**config.mk**
```make
export PLATFORM = sky130hd
export DESIGN_NAME = stick_pwm
export DESIGN_NICKNAME = d
export VERILOG_FILES = /design/src/rtl/stick_pwm.sv
export SDC_FILE = /design/constraint.sdc
export NUM_CORES = 1
export LEC_CHECK = 0
export CAP_MARGIN = 20
export CORE_ASPECT_RATIO = 1.5
export CORE_MARGIN = 3
export CORE_UTILIZATION = 55
export DETAILED_ROUTE_END_ITERATION = 8
export PLACE_DENSITY = 0.89
export SLEW_MARGIN = 30
export SYNTH_ARGS = -nofsm -noshare
export SYNTH_HDL_FRONTEND = slang
export SYNTH_SLANG_ARGS = --single-unit
```
**constraint.sdc**
```tcl
create_clock -name clock -period 4.4 [get_ports clock]
set_input_delay 0.44 -clock clock [delete_from_list [all_inputs] [get_ports clock]]
set_output_delay 0.44 -clock clock [all_outputs]
set_load 0.01 [all_outputs]
```
**src/rtl/stick_pwm.sv**
```systemverilog
// stick_pwm: four-channel joystick-emulation PWM stage.
// Samples the roll/pitch/yaw/throttle stick targets once per PWM period,
// slew-limits each channel's level toward its target, and drives one
// 8-bit-resolution PWM output per channel.
// Ports:
//   clock, reset        - system clock, synchronous active-high reset
//   roll_mag..throttle  - 8-bit stick targets (sampled at period boundary)
//   enable              - 1: track inputs, 0: ramp to safe levels
//   pwm_out[3:0]        - PWM outputs (0 roll, 1 pitch, 2 yaw, 3 throttle)
//   level_out[31:0]     - applied levels, one byte per channel
//   period_start        - one-cycle pulse on the period boundary cycle
module stick_pwm #(
  parameter int unsigned PRESCALE = 4,
  parameter int unsigned MAX_STEP = 4,
  parameter int unsigned NEUTRAL  = 116,
  parameter int unsigned THR_IDLE = 0
) (
  input  logic        clock,
  input  logic        reset,
  input  logic [7:0]  roll_mag,
  input  logic [7:0]  pitch_mag,
  input  logic [7:0]  yaw_mag,
  input  logic [7:0]  throttle_mag,
  input  logic        enable,
  output logic [3:0]  pwm_out,
  output logic [31:0] level_out,
  output logic        period_start
);

  localparam int unsigned PRE_W = 16;
  localparam int unsigned LVL_W = 8;
  localparam int unsigned N_CH  = 4;

  localparam logic [PRE_W-1:0]        PRE_LAST = PRE_W'(PRESCALE - 1);
  localparam logic [LVL_W-1:0]        STEP     = LVL_W'(MAX_STEP);
  localparam logic signed [LVL_W:0]   STEP_S   = (LVL_W+1)'(MAX_STEP);
  localparam logic [LVL_W-1:0]        NEU      = LVL_W'(NEUTRAL);
  localparam logic [LVL_W-1:0]        IDLE     = LVL_W'(THR_IDLE);
  localparam logic [LVL_W-1:0]        CNT_LAST = '1;

  logic [PRE_W-1:0]           pre_q, pre_d;
  logic [LVL_W-1:0]           cnt_q, cnt_d;
  logic [N_CH-1:0][LVL_W-1:0] level_q, level_d;
  logic [N_CH-1:0][LVL_W-1:0] tgt;
  logic [N_CH-1:0]            pwm_q, pwm_d;
  logic                       ps_q, ps_d;
  logic                       tick;
  logic                       boundary;

  // Move one step toward the target; the difference is taken as a 9-bit
  // signed value so a full-scale move never wraps.
  function automatic logic [LVL_W-1:0] slew(input logic [LVL_W-1:0] lvl,
                                            input logic [LVL_W-1:0] target);
    logic signed [LVL_W:0] d;
    d = $signed({1'b0, target}) - $signed({1'b0, lvl});
    if (d > STEP_S)       slew = lvl + STEP;
    else if (d < -STEP_S) slew = lvl - STEP;
    else                  slew = target;
  endfunction

  // Prescaler, period counter, slew update and compare next-state.
  always_comb begin
    tick     = (pre_q == PRE_LAST);
    boundary = tick && (cnt_q == CNT_LAST);
    pre_d    = tick ? '0 : pre_q + PRE_W'(1);
    cnt_d    = tick ? cnt_q + LVL_W'(1) : cnt_q;

    tgt[0] = enable ? roll_mag     : NEU;
    tgt[1] = enable ? pitch_mag    : NEU;
    tgt[2] = enable ? yaw_mag      : NEU;
    tgt[3] = enable ? throttle_mag : IDLE;

    level_d = level_q;
    pwm_d   = '0;
    for (int i = 0; i < int'(N_CH); i++) begin
      if (boundary) level_d[i] = slew(level_q[i], tgt[i]);
      pwm_d[i] = (cnt_q < level_q[i]);
    end

    // Registered look-ahead: the pulse lands exactly on the boundary cycle.
    ps_d = (pre_d == PRE_LAST) && (cnt_d == CNT_LAST);
  end

  always_ff @(posedge clock) begin
    if (reset) begin
      pre_q   <= '0;
      cnt_q   <= '0;
      level_q <= {IDLE, NEU, NEU, NEU};
      pwm_q   <= '0;
      ps_q    <= 1'b0;
    end else begin
      pre_q   <= pre_d;
      cnt_q   <= cnt_d;
      level_q <= level_d;
      pwm_q   <= pwm_d;
      ps_q    <= ps_d;
    end
  end

  assign pwm_out      = pwm_q;
  assign level_out    = level_q;
  assign period_start = ps_q;

endmodule

```
# [After elaboration in Yosys (flattened, before gate mapping)]
# Cells that the tools add are included.
[totals] regBits=61 latchBits=0 ram_bits=0 rom_bits=0 in_bits=35 out_inout_bits=37 word_cells=54 memories=0
[classes] n_addsub=14 mul=0 n_div=0 order_cmp=12 eq_ne=4 n_shift=0 n_mux=14 bitwise_logic=0 reduce_logical=2
[ops] op="8-bit 2-to-1 mux" count=13
[ops] op="9-bit by 4-bit > comparator with 1-bit output (second input constant)" count=4
[ops] op="9-bit by 3-bit less-than comparator with 1-bit output (second input constant)" count=4
[ops] op="8-bit by 8-bit subtractor with 9-bit output" count=4
[ops] op="8-bit by 3-bit adder with 8-bit output (second input constant)" count=4
[ops] op="16-bit by 2-bit equality test with 1-bit output (second input constant)" count=2
[ops] op="8-bit less-than comparator" count=4
[ops] op="8-bit by 3-bit subtractor with 8-bit output (second input constant)" count=4
[ops] op="16-bit by 1-bit adder with 16-bit output (second input constant)" count=1
[ops] op="8-bit equality test (second input constant)" count=2
[ops] op="16-bit 2-to-1 mux" count=1
[ops] op="8-bit by 1-bit adder with 8-bit output (second input constant)" count=1
[ops] op="1-bit logical AND" count=2

# [Logic depth before layout (Yosys ltp)]
# Gate-level depths: netlist (run 1).
[depth] ltp_word=5 depth_mapped=13 ltp_nobuf=11

# [Least setup slack after synthesis (run 1)]
# Ideal clock, no wire load.
[synth_path] path_kind="input-to-reg" startpoint="input enable" endpoint="register level_q, in the netlist level_out[0]" setup_time_ps=65 t_arrival_ps=3860 required_ps=4335 setup_slack_ps=475 cell_stages=13 path_buffers=2 cell_sequence="clkbuf_1 clkbuf_1 nand2_1 ha_1 fa_1 nand3b_1 a31o_2 a211o_1 or4_1 o31ai_4 nor3b_2 mux2_2 nor2_1"
[synth_between] elab_chain_len=5 elab_cells_between_ends=6 classes_between="1 x add/sub; 2 x order compare; 3 x mux"
[synth_rtl] item="start, declared" line_no="24" rtl="input logic enable,"
[synth_rtl] item="8-bit 2-to-1 mux *" line_no="68" rtl="tgt[0] = enable ? roll_mag : NEU;"
[synth_rtl] item="8-bit by 8-bit subtractor with 9-bit output" line_no="55" rtl="d = $signed({1'b0, target}) - $signed({1'b0, lvl});"
[synth_rtl] item="9-bit by 3-bit less-than comparator with 1-bit output" line_no="57" rtl="else if (d < -STEP_S) slew = lvl - STEP;"
[synth_rtl] item="8-bit 2-to-1 mux" line_no="57"
[synth_rtl] item="8-bit 2-to-1 mux *" line_no="56" rtl="if (d > STEP_S) slew = lvl + STEP;"
[synth_rtl] item="end signal, assigned" line_no="88" rtl="level_q <= {IDLE, NEU, NEU, NEU};"
[synth_rtl] item="end signal, assigned" line_no="94" rtl="level_q <= level_d;"
[synth_rtl] item="end, declared" line_no="43" rtl="logic [N_CH-1:0][LVL_W-1:0] level_q, level_d;"
# Mark *: on every way between the ends. The rest lies on a longest branch, timed or not.
# A chain may end at the register's enable or synchronous reset.

# [Worst setup path after layout (run 1)]
# Same ends and word-level chain as after synthesis.

==> flow_metrics.py, run 1 <==
metrics = {
    "die": {
        "die_w_um": 93.9,
        "fp.coreArea_um2": 11200,
        "start_util_pct": 57.1,
        "ios": 72,
        "std_cell_rows": 47,
        "die_h_um": 138,
        "dieArea_um2": 12900,
    },
    "yosys": {
        "synth_area_um2": 6380,
        "async_flop_share_pct": 0,
        "synth_edf_count": 0,
        "synth_common_cells": "ha_1 (75), nor2_1 (66), dfxtp_1 (61)",
        "ys_types": 81,
        "syn_nets": 937,
        "synth_area_leaders": "dfxtp_1 (19%), ha_1 (15%), a21oi_1 (4.1%), nor2_1 (3.9%), a21o_1 (3.8%)",
        "postSynthCellCount": 823,
        "synth-seq-cells": 61,
        "synth_top_area_share_pct": 19.1,
        "ys_seq_area_share_pct": 19.1,
        "ys_warn_count": 0,
        "synth_largest_area_cell": "dfxtp_1",
        "synth_most_common_cell": "ha_1",
        "ys.flop_type": "dfxtp_1",
        "avgSynthCellArea_um2": 7.75,
    },
    "setup_path": {
        "reg2reg_slack_ps": 920,
        "arrival_ps": 4160,
        "crit_type": "in -> reg",
        "crit_path_end_kind": "flop",
        "worstRegToRegCells": 10,
        "path_buf_inv": 1,
        "worstPathRequired_ps": 4660,
        "cp_top_family": "simple AND/OR/NAND/NOR gates",
        "worst_path_largest_cell_delay_ps": 610,
        "crit_slowest_cell": "clkdlybuf4s50_1",
        "regToRegStartpoint": "level_out[20]",
        "cp.depth": 12,
        "cp_max_fo": 7,
        "critical_path.cell_chain": "clkdlybuf4s50_1, nand2_1, ha_1, fa_1, nand3b_1, a31o_2, a211o_1, or4_1, o31ai_4, nor3b_2, mux2_2, nor2_1",
        "startpoint": "enable",
        "reg2reg_to": "level_out[22]",
        "crit_end": "level_out[0]",
        "cp-start-kind": "input port",
    },
    "cts": {
        "clock-sinks": 61,
        "cts_buffers": 9,
        "hold_buffers": 0,
        "clk_latency_ps": 330,
        "htreeDepth": 3,
        "tritoncts": "done",
        "cts_buffer_depth": 2,
        "clkTransAtPathRegs_ps": 50,
        "post_cts_resized": 0,
        "cts_root_buffer": "clkbuf_16",
        "cts_setup_buffers": 0,
    },
    "power": {
        "ir_drop_mv": 0.259,
        "power.total_uw": 1560,
        "p_leak_uw": 0.00320,
        "power_density_nw_per_um2": 206,
    },
    "job": {
        "drv_cap": 0,
    },
    "sta": {
        "skew_ps": 4.93,
        "final-hold-violation-count": 0,
        "min_period_over_period_pct": 88.6,
        "tightest_slew_ps": 645,
        "finalSetupViolations": 0,
        "rsz0062_at_grt": "no",
        "fmax_mhz": 256,
        "slew_viol_final": 0,
        "final.setup.tns_ps": 0,
        "slew_headroom_pct": 56.5,
        "fin_crit_ps": 3900,
    },
    "grt": {
        "antenna_found_initial": 0,
        "grt_max_degree": 36,
        "grt-ovfl-total": 0,
        "grt_pass1_vias": 6399,
        "grt_usage_pct": 28.1,
        "grt_pass1_wl_um": 29400,
    },
    "route": {
        "wl_um": 18200,
        "ant_nets": 0,
        "drt_iter0_drc": 492,
        "route.detailed.drc": 0,
        "dr.pass1.iters": 5,
        "avgRoutedWirePerCell_um": 17.4,
        "vias_per_cell": 6.32,
        "vias": 6602,
    },
    "placed_design": {
        "gp_congestion": 0.955,
        "placed_area_um2": 7280,
        "dp.cells": 1028,
        "dp_hpwl_um": 13600,
        "port_buffers": 71,
    },
    "finish": {
        "fillers": 923,
        "instances_no_fill": 1044,
        "drive_above_1_share_pct": 6.24,
        "n_antenna_cell": 0,
        "seqCellArea_um2": 1220,
        "stdcell_area_um2": 7560,
        "area_delta_synth_final_pct": 18.5,
        "finish.net_count": 1006,
        "utilization_pct": 67.6,
        "multiInputGateArea_um2": 4840,
    },
    "run_status": {
        "status": "complete, no violations",
    },
    "min_path": {
        "worstHoldPathType": "reg -> reg",
    },
}
[power by group]
part           switching (uW)  internal, uW
registers                8.06           558
logic                     185           148
clock network             250           409
total                     443          1120
[metrics by stage]
| stage | hold WS, ps | setup slack, ps |
|---|---|---|
| after floorplan | 472 | 475 |
| after global placement | 505 | 254 |
| after detailed placement | 511 | 199 |
| after CTS | 526 | 524 |
| after global routing | 550 | 278 |
| final | 524 | 500 |
[cells in the final DEF, fill, tap and decap left out, types with 19 or more instances in the layout]
cell type         n
o21ai_0          34
nand2b_1         22
nor3_1           23
nand3_1          36
nand2_1          54
dfxtp_1          61
a21oi_1          52
inv_1            51
nor2_1           66
clkdlybuf4s50_1  71
xnor2_1          24
ha_1             75
a21o_1           32
and2_1           19
[sequential cells by signal (all words and copies together), names as in the netlist]
signal / count
level_out: 32
cnt_q: 8
pwm_out: 4
pre_q: 16
period_start: 1
[how the worst min path moves through the flow]
stage,start,to,slack [ps],depth (start not counted)
2_1_floorplan,pre_q[0],pre_q[0],470,1
5_1_grt,pre_q[0],pre_q[0],550,1
3_5_place_dp,level_out[15],level_out[15],510,2
4_1_cts,level_out[24],level_out[24],530,2
3_3_place_gp,level_out[24],level_out[24],500,2
6_report,pre_q[15],pre_q[15],520,2
[cells by family (layout without fill, tap and decap cells)]
| group | Yosys count | in the layout | synth area share (%) |
|---|---|---|---|
| AO/OA/AOI/OAI | 239 | 239 | 26.7 |
| multiplexers | 10 | 10 | 1.61 |
| buffers and inverters | 81 | 155 | 4.90 |
| XOR/XNOR | 39 | 39 | 5.36 |
| adder cells (fa/ha/maj) | 79 | 79 | 16.0 |
| AND/OR/NAND/NOR | 314 | 314 | 26.3 |
| flip-flops | 61 | 61 | 19.1 |
[worst min-delay path, stage by stage, from the launching register on]
cell     delay, ps
dfxtp_1        340
o21ai_0         80
a21oi_1         60
[metal layers]
layer / part of all wire, % / wire length (um) / GRT usage, % / vias to the layer above
li1: - / - / - / 3201
met5: 0 / 0 / 0 / -
met2: 51 / 9280 / 50.3 / 265
met3: 5.4 / 976 / 4.51 / 73
met1: 38 / 6970 / 30.6 / 3063
met4: 5.1 / 930 / 16.9 / 0
[area by class of cell]
cell class                      count  area share, %
Inverter                           51           2.53
Timing Repair Buffer               88           11.1
Sequential cell                    61           16.2
Multi-Input combinational cell    681           64.1
Tap cell                          147           2.43
Clock buffer                       12           3.39
Clock inverter                      4          0.298
No activity file was read; power rests on OpenSTA's default activity.
==> inputs of run 2 (changes only) <==
Settings changed: CORE_MARGIN 3 to 2, GPL_TIMING_DRIVEN set to 0, MAX_ROUTING_LAYER set to met4.
==> run 2 against run 1 <==
  * Register-to-register slack worse by 170 ps
  * Largest power group unchanged
  * Hold slack lost 5.3 ps
  * Critical endpoint is now level_out[5]
  * Power up 10%
  * Clock skew grew 2.1 ps
==> flow_metrics.py, run 2 (same netlist as run 1, synthesis figures left out) <==
metrics = {
    "run_status": {
        "status": "complete, no violations",
    },
    "route": {
        "vias_per_cell": 6.25,
        "avgRoutedWirePerCell_um": 17.1,
        "ant_nets": 0,
        "dr.pass1.iters": 6,
        "drt_iter0_drc": 538,
        "vias": 6646,
        "route.detailed.drc": 0,
        "wl_um": 18200,
    },
    "setup_path": {
        "cp-start-kind": "input port",
        "path_buf_inv": 4,
        "reg2reg_slack_ps": 750,
        "crit_path_end_kind": "flop",
        "crit_type": "in -> reg",
        "critical_path.cell_chain": "clkdlybuf4s15_2, buf_4, clkbuf_4, nand2_1, ha_1, fa_1, nand3b_1, a31o_2, a211o_1, or4_1, o31ai_4, buf_4, and2b_1, nor2b_1, o221ai_1",
        "cp_top_family": "simple AND/OR/NAND/NOR gates",
        "crit_top_cell": "buf_4",
        "worst_path_largest_cell_delay_ps": 580,
        "cp_max_fo": 10,
        "crit_slowest_cell": "or4_1",
        "arrival_ps": 4370,
        "worstPathRequired_ps": 4560,
    },
    "sta": {
        "min_period_over_period_pct": 95.6,
        "slew_viol_final": 0,
        "fin_crit_ps": 4210,
        "final-hold-violation-count": 0,
        "finalSetupViolations": 0,
        "slew_headroom_pct": 51.6,
        "tightest_slew_ps": 721,
        "hold_ws_ps": 519,
        "final.setup.tns_ps": 0,
        "fmax_mhz": 238,
        "skew_ps": 7.03,
        "setup_ws_ps": 193,
    },
    "power": {
        "power_density_nw_per_um2": 224,
        "ir_drop_mv": 0.245,
        "p_leak_uw": 0.00321,
    },
    "finish": {
        "instances_no_fill": 1064,
        "largest_reg_flops": 32,
        "final_common_cell": "ha_1",
        "utilization_pct": 67.1,
        "finish.net_count": 1023,
        "drive_above_1_share_pct": 5.36,
        "fillers": 999,
        "final_cell_mix": "ha_1 (75), clkdlybuf4s50_1 (70), nor2_1 (66), dfxtp_1 (61), nand2_1 (54)",
        "multiInputGateArea_um2": 4850,
        "seqCellArea_um2": 1220,
        "area_delta_synth_final_pct": 20.1,
        "n_antenna_cell": 0,
    },
    "cts": {
        "hold_buffers": 0,
        "tritoncts": "done",
        "htreeDepth": 3,
        "clock-sinks": 61,
        "clkTransAtPathRegs_ps": 60,
        "cts_root_buffer": "clkbuf_16",
        "cts_buffers": 9,
        "cts_buffer_depth": 2,
        "clk_latency_ps": 330,
    },
    "placed_design": {
        "place_ws_ps": -1310,
        "dp.cells": 1044,
        "port_buffers": 71,
        "dp_hpwl_um": 13800,
        "gp_congestion": 0.965,
    },
    "die": {
        "die_h_um": 136,
        "dieArea_um2": 12500,
        "fp.coreArea_um2": 11400,
        "ios": 72,
        "std_cell_rows": 48,
        "die_w_um": 91.9,
        "start_util_pct": 55.9,
    },
    "grt": {
        "grt_pass1_wl_um": 29800,
        "grt_max_degree": 12,
        "antenna_found_initial": 0,
        "grt_usage_pct": 30.1,
        "grt-ovfl-total": 0,
        "grt_pass1_vias": 6338,
    },
    "job": {
        "drv_cap": 0,
    },
    "min_path": {
        "worstHoldPathType": "reg -> reg",
    },
}
run 2: cell type report:
cell class | count | share of cell area (%)
multi-input cells | 681 | 63.3
flip-flops and latches | 61 | 15.9
repair buffers | 75 | 9.68
clock buffers | 10 | 2.99
inverters | 51 | 2.50
well taps | 150 | 2.45
plain buffers | 30 | 1.68
clock inverters | 6 | 1.45
run 2: worst paths after layout:
kind / to / depth (start not counted) / from
worst min-delay path: level_out[15] / 2 / level_out[15]
worst max register to register: level_out[20] / 11 / level_out[20]
worst min register to register: level_out[15] / 2 / level_out[15]
worst max-delay path: level_out[5] / 15 / enable
run 2: report_power, final:
group / switching [uW] / internal (uW) / leakage [uW] / total (uW)
logic: 191 / 145 / 0.00256 / 337
registers: 6.85 / 558 / 0.000493 / 565
clock network: 264 / 553 / 0.000163 / 817
run 2: routing by layer:
layer	part of all wire, %	vias up	global-route usage [%]
li1	-	3248	-
met1	40	3061	33.1
met2	50	263	52.1
met3	5.4	74	3.99
met4	5.0	0	17.0
met5	0	-	-
run 2: stage by stage:
step / instance area, um^2 / power, uW
finish: 7660 / 1720
global route: 7660 / 1770
CTS: 7620 / 1710
detailed placement: 7280 / 898
global placement: 7280 / 893
floorplan: 6380 / 803
run 2: worst min-delay path: stages, from the launching register on:
cell and delay, ps:
dfxtp_1 340, nand2_1 70, o32ai_1 60
run 2: what timing repair did:
item | 4_1_cts | 5_1_grt
setup buffers | 0 | 4
pin swaps | 0 | 1
gates resized for setup | 7 | 2
gates cloned | 0 | 0
endpoints found under the setup margin | 32 | 5
==> inputs of run 3 (changes only) <==
Settings changed: CORE_MARGIN 2 to 8.
==> run 3 against run 2 <==
  * First-iteration DRC count grew 6.1%
  * Combinational power shrank 1%
  * Global-route usage shrank 6.1 points
  * Power shrank 11%
  * Fmax grew 4.6%
  * Register-to-register slack lost 100 ps
  * Clock power shrank 23%
==> flow_metrics.py, run 3 (same netlist as run 1, synthesis figures left out) <==
metrics = {
    "grt": {
        "grt-ovfl-total": 0,
        "grt_usage_pct": 24.0,
        "antenna_found_initial": 0,
        "grt_pass1_vias": 6309,
        "grt_max_degree": 12,
        "grt_pass1_wl_um": 30000,
    },
    "sta": {
        "finalSetupViolations": 0,
        "rsz0062_at_grt": "no",
        "slew_viol_final": 0,
        "slew_headroom_pct": 49.3,
        "fin_crit_ps": 4020,
        "final-hold-violation-count": 0,
        "skew_ps": 6.12,
        "setup_ws_ps": 378,
        "fmax_mhz": 249,
        "min_period_over_period_pct": 91.4,
        "tightest_slew_ps": 755,
    },
    "die": {
        "die_w_um": 104,
        "fp.coreArea_um2": 11400,
        "die_h_um": 148,
        "start_util_pct": 55.9,
        "std_cell_rows": 48,
        "ios": 72,
        "dieArea_um2": 15400,
    },
    "placed_design": {
        "placed_area_um2": 7280,
        "place_ws_ps": -1260,
        "gp_congestion": 0.948,
        "dp_hpwl_um": 14200,
        "port_buffers": 71,
        "dp.cells": 1044,
    },
    "route": {
        "avgRoutedWirePerCell_um": 17.4,
        "wl_um": 18500,
        "ant_nets": 0,
        "route.detailed.drc": 0,
        "vias_per_cell": 6.29,
        "dr.pass1.iters": 7,
        "drt_iter0_drc": 571,
        "vias": 6683,
    },
    "cts": {
        "cts_buffers": 9,
        "tritoncts": "done",
        "clkTransAtPathRegs_ps": 50,
        "cts_root_buffer": "clkbuf_16",
        "clk_latency_ps": 330,
        "cts_buffer_depth": 2,
        "htreeDepth": 3,
        "clock-sinks": 61,
        "hold_buffers": 0,
    },
    "setup_path": {
        "reg2reg_to": "level_out[19]",
        "arrival_ps": 4280,
        "crit_slowest_cell": "or4_1",
        "worst_path_largest_cell_delay_ps": 580,
        "reg2reg_slack_ps": 650,
        "crit_type": "in -> reg",
        "worstRegToRegCells": 11,
        "cp-start-kind": "input port",
        "crit_path_end_kind": "flop",
        "critical_path.cell_chain": "clkdlybuf4s15_2, clkbuf_4, nand2_1, ha_1, fa_1, nand3b_1, a31o_2, a211o_1, or4_1, o31ai_4, nor3b_2, mux2_2, nor2_1",
        "cp_max_fo": 19,
        "worstPathRequired_ps": 4660,
        "regToRegStartpoint": "level_out[20]",
    },
    "min_path": {
        "worstHoldPathType": "reg -> reg",
        "min_path_cells": 2,
        "min-delay-start": "level_out[15]",
        "hold_path_end": "level_out[15]",
    },
    "finish": {
        "n_antenna_cell": 0,
        "instances_no_fill": 1062,
        "utilization_pct": 66.3,
        "finish.net_count": 1021,
        "area_delta_synth_final_pct": 18.5,
        "final_common_cell": "ha_1",
        "drive_above_1_share_pct": 4.71,
        "stdcell_area_um2": 7560,
        "largest_reg_flops": 32,
        "final_cell_mix": "ha_1 (75), clkdlybuf4s50_1 (70), nor2_1 (66), dfxtp_1 (61), nand2_1 (54)",
    },
    "power": {
        "power_density_nw_per_um2": 202,
        "ir_drop_mv": 0.198,
        "p_leak_uw": 0.00316,
    },
    "job": {
        "drv_cap": 0,
    },
    "run_status": {
        "status": "complete, no violations",
    },
}
[run 3: cell count changes in the layout (fill, tap and decap cells not counted)]
cell,change
clkbuf_1,+4
bufinv_16,-3
clkinvlp_4,-1
buf_4,-2
clkinv_2,+1
clkinv_4,-1
[run 3: area by class of cell]
| cell class | instances | area, um^2 |
|---|---|---|
| multi-input cells | 681 | 4850 |
| fillers | 983 | 3850 |
| flip-flops and latches | 61 | 1220 |
| repair buffers | 74 | 734 |
| clock buffers | 14 | 244 |
| inverters | 51 | 191 |
| well taps | 150 | 188 |
| plain buffers | 29 | 121 |
| clock inverters | 2 | 10.0 |
[run 3: routing by layer]
| metal | GRT usage [%] | up-vias | share of wire [%] |
|---|---|---|---|
| met5 | - | - | 0 |
| met4 | 14.7 | 0 | 5.6 |
| met3 | 4.10 | 77 | 5.0 |
| met2 | 41.4 | 239 | 50 |
| li1 | - | 3229 | - |
| met1 | 25.2 | 3138 | 39 |
[run 3: how the worst max path moves through the flow]
| stage | from | endpoint | slack, ps | depth (start not counted) |
|---|---|---|---|---|
| global route | enable | level_out[4] | 170 | 14 |
| finish | enable | level_out[0] | 380 | 13 |
| CTS | enable | level_out[0] | 30 | 14 |
| floorplan | enable | level_out[0] | 480 | 13 |
| global placement | enable | level_out[0] | -1230 | 14 |
| detailed placement | enable | level_out[0] | -1260 | 14 |
[run 3: critical path, delay by kind of cell]
kind / cells / cell delay, ps
muxes: 1 / 370
and+or+nand+nor: 5 / 1300
AOI/OAI and AO/OA: 3 / 830
adders and majority gates: 2 / 630
buffers and inverters: 2 / 690
[run 3: repair_timing]
action,CTS,global route
hold endpoints to repair,0,0
setup buffers,0,3
setup endpoints to repair,32,5
pin swaps,0,1
resized for setup,6,1
[run 3: metrics by stage]
| step | hold slack [ps] | total power, uW | setup TNS, ps |
|---|---|---|---|
| finish | 496 | 1530 | 0 |
| detailed placement | 487 | 899 | -25090 |
| CTS | 495 | 1520 | 0 |
| floorplan | 472 | 803 | 0 |
| global route | 559 | 1590 | 0 |
| global placement | 491 | 893 | -23830 |
[run 3: report_power, final]
group / internal (uW) / total, uW / switching, uW
clock: 380 / 631 / 251
sequential: 558 / 566 / 7.05
combinational: 143 / 333 / 190
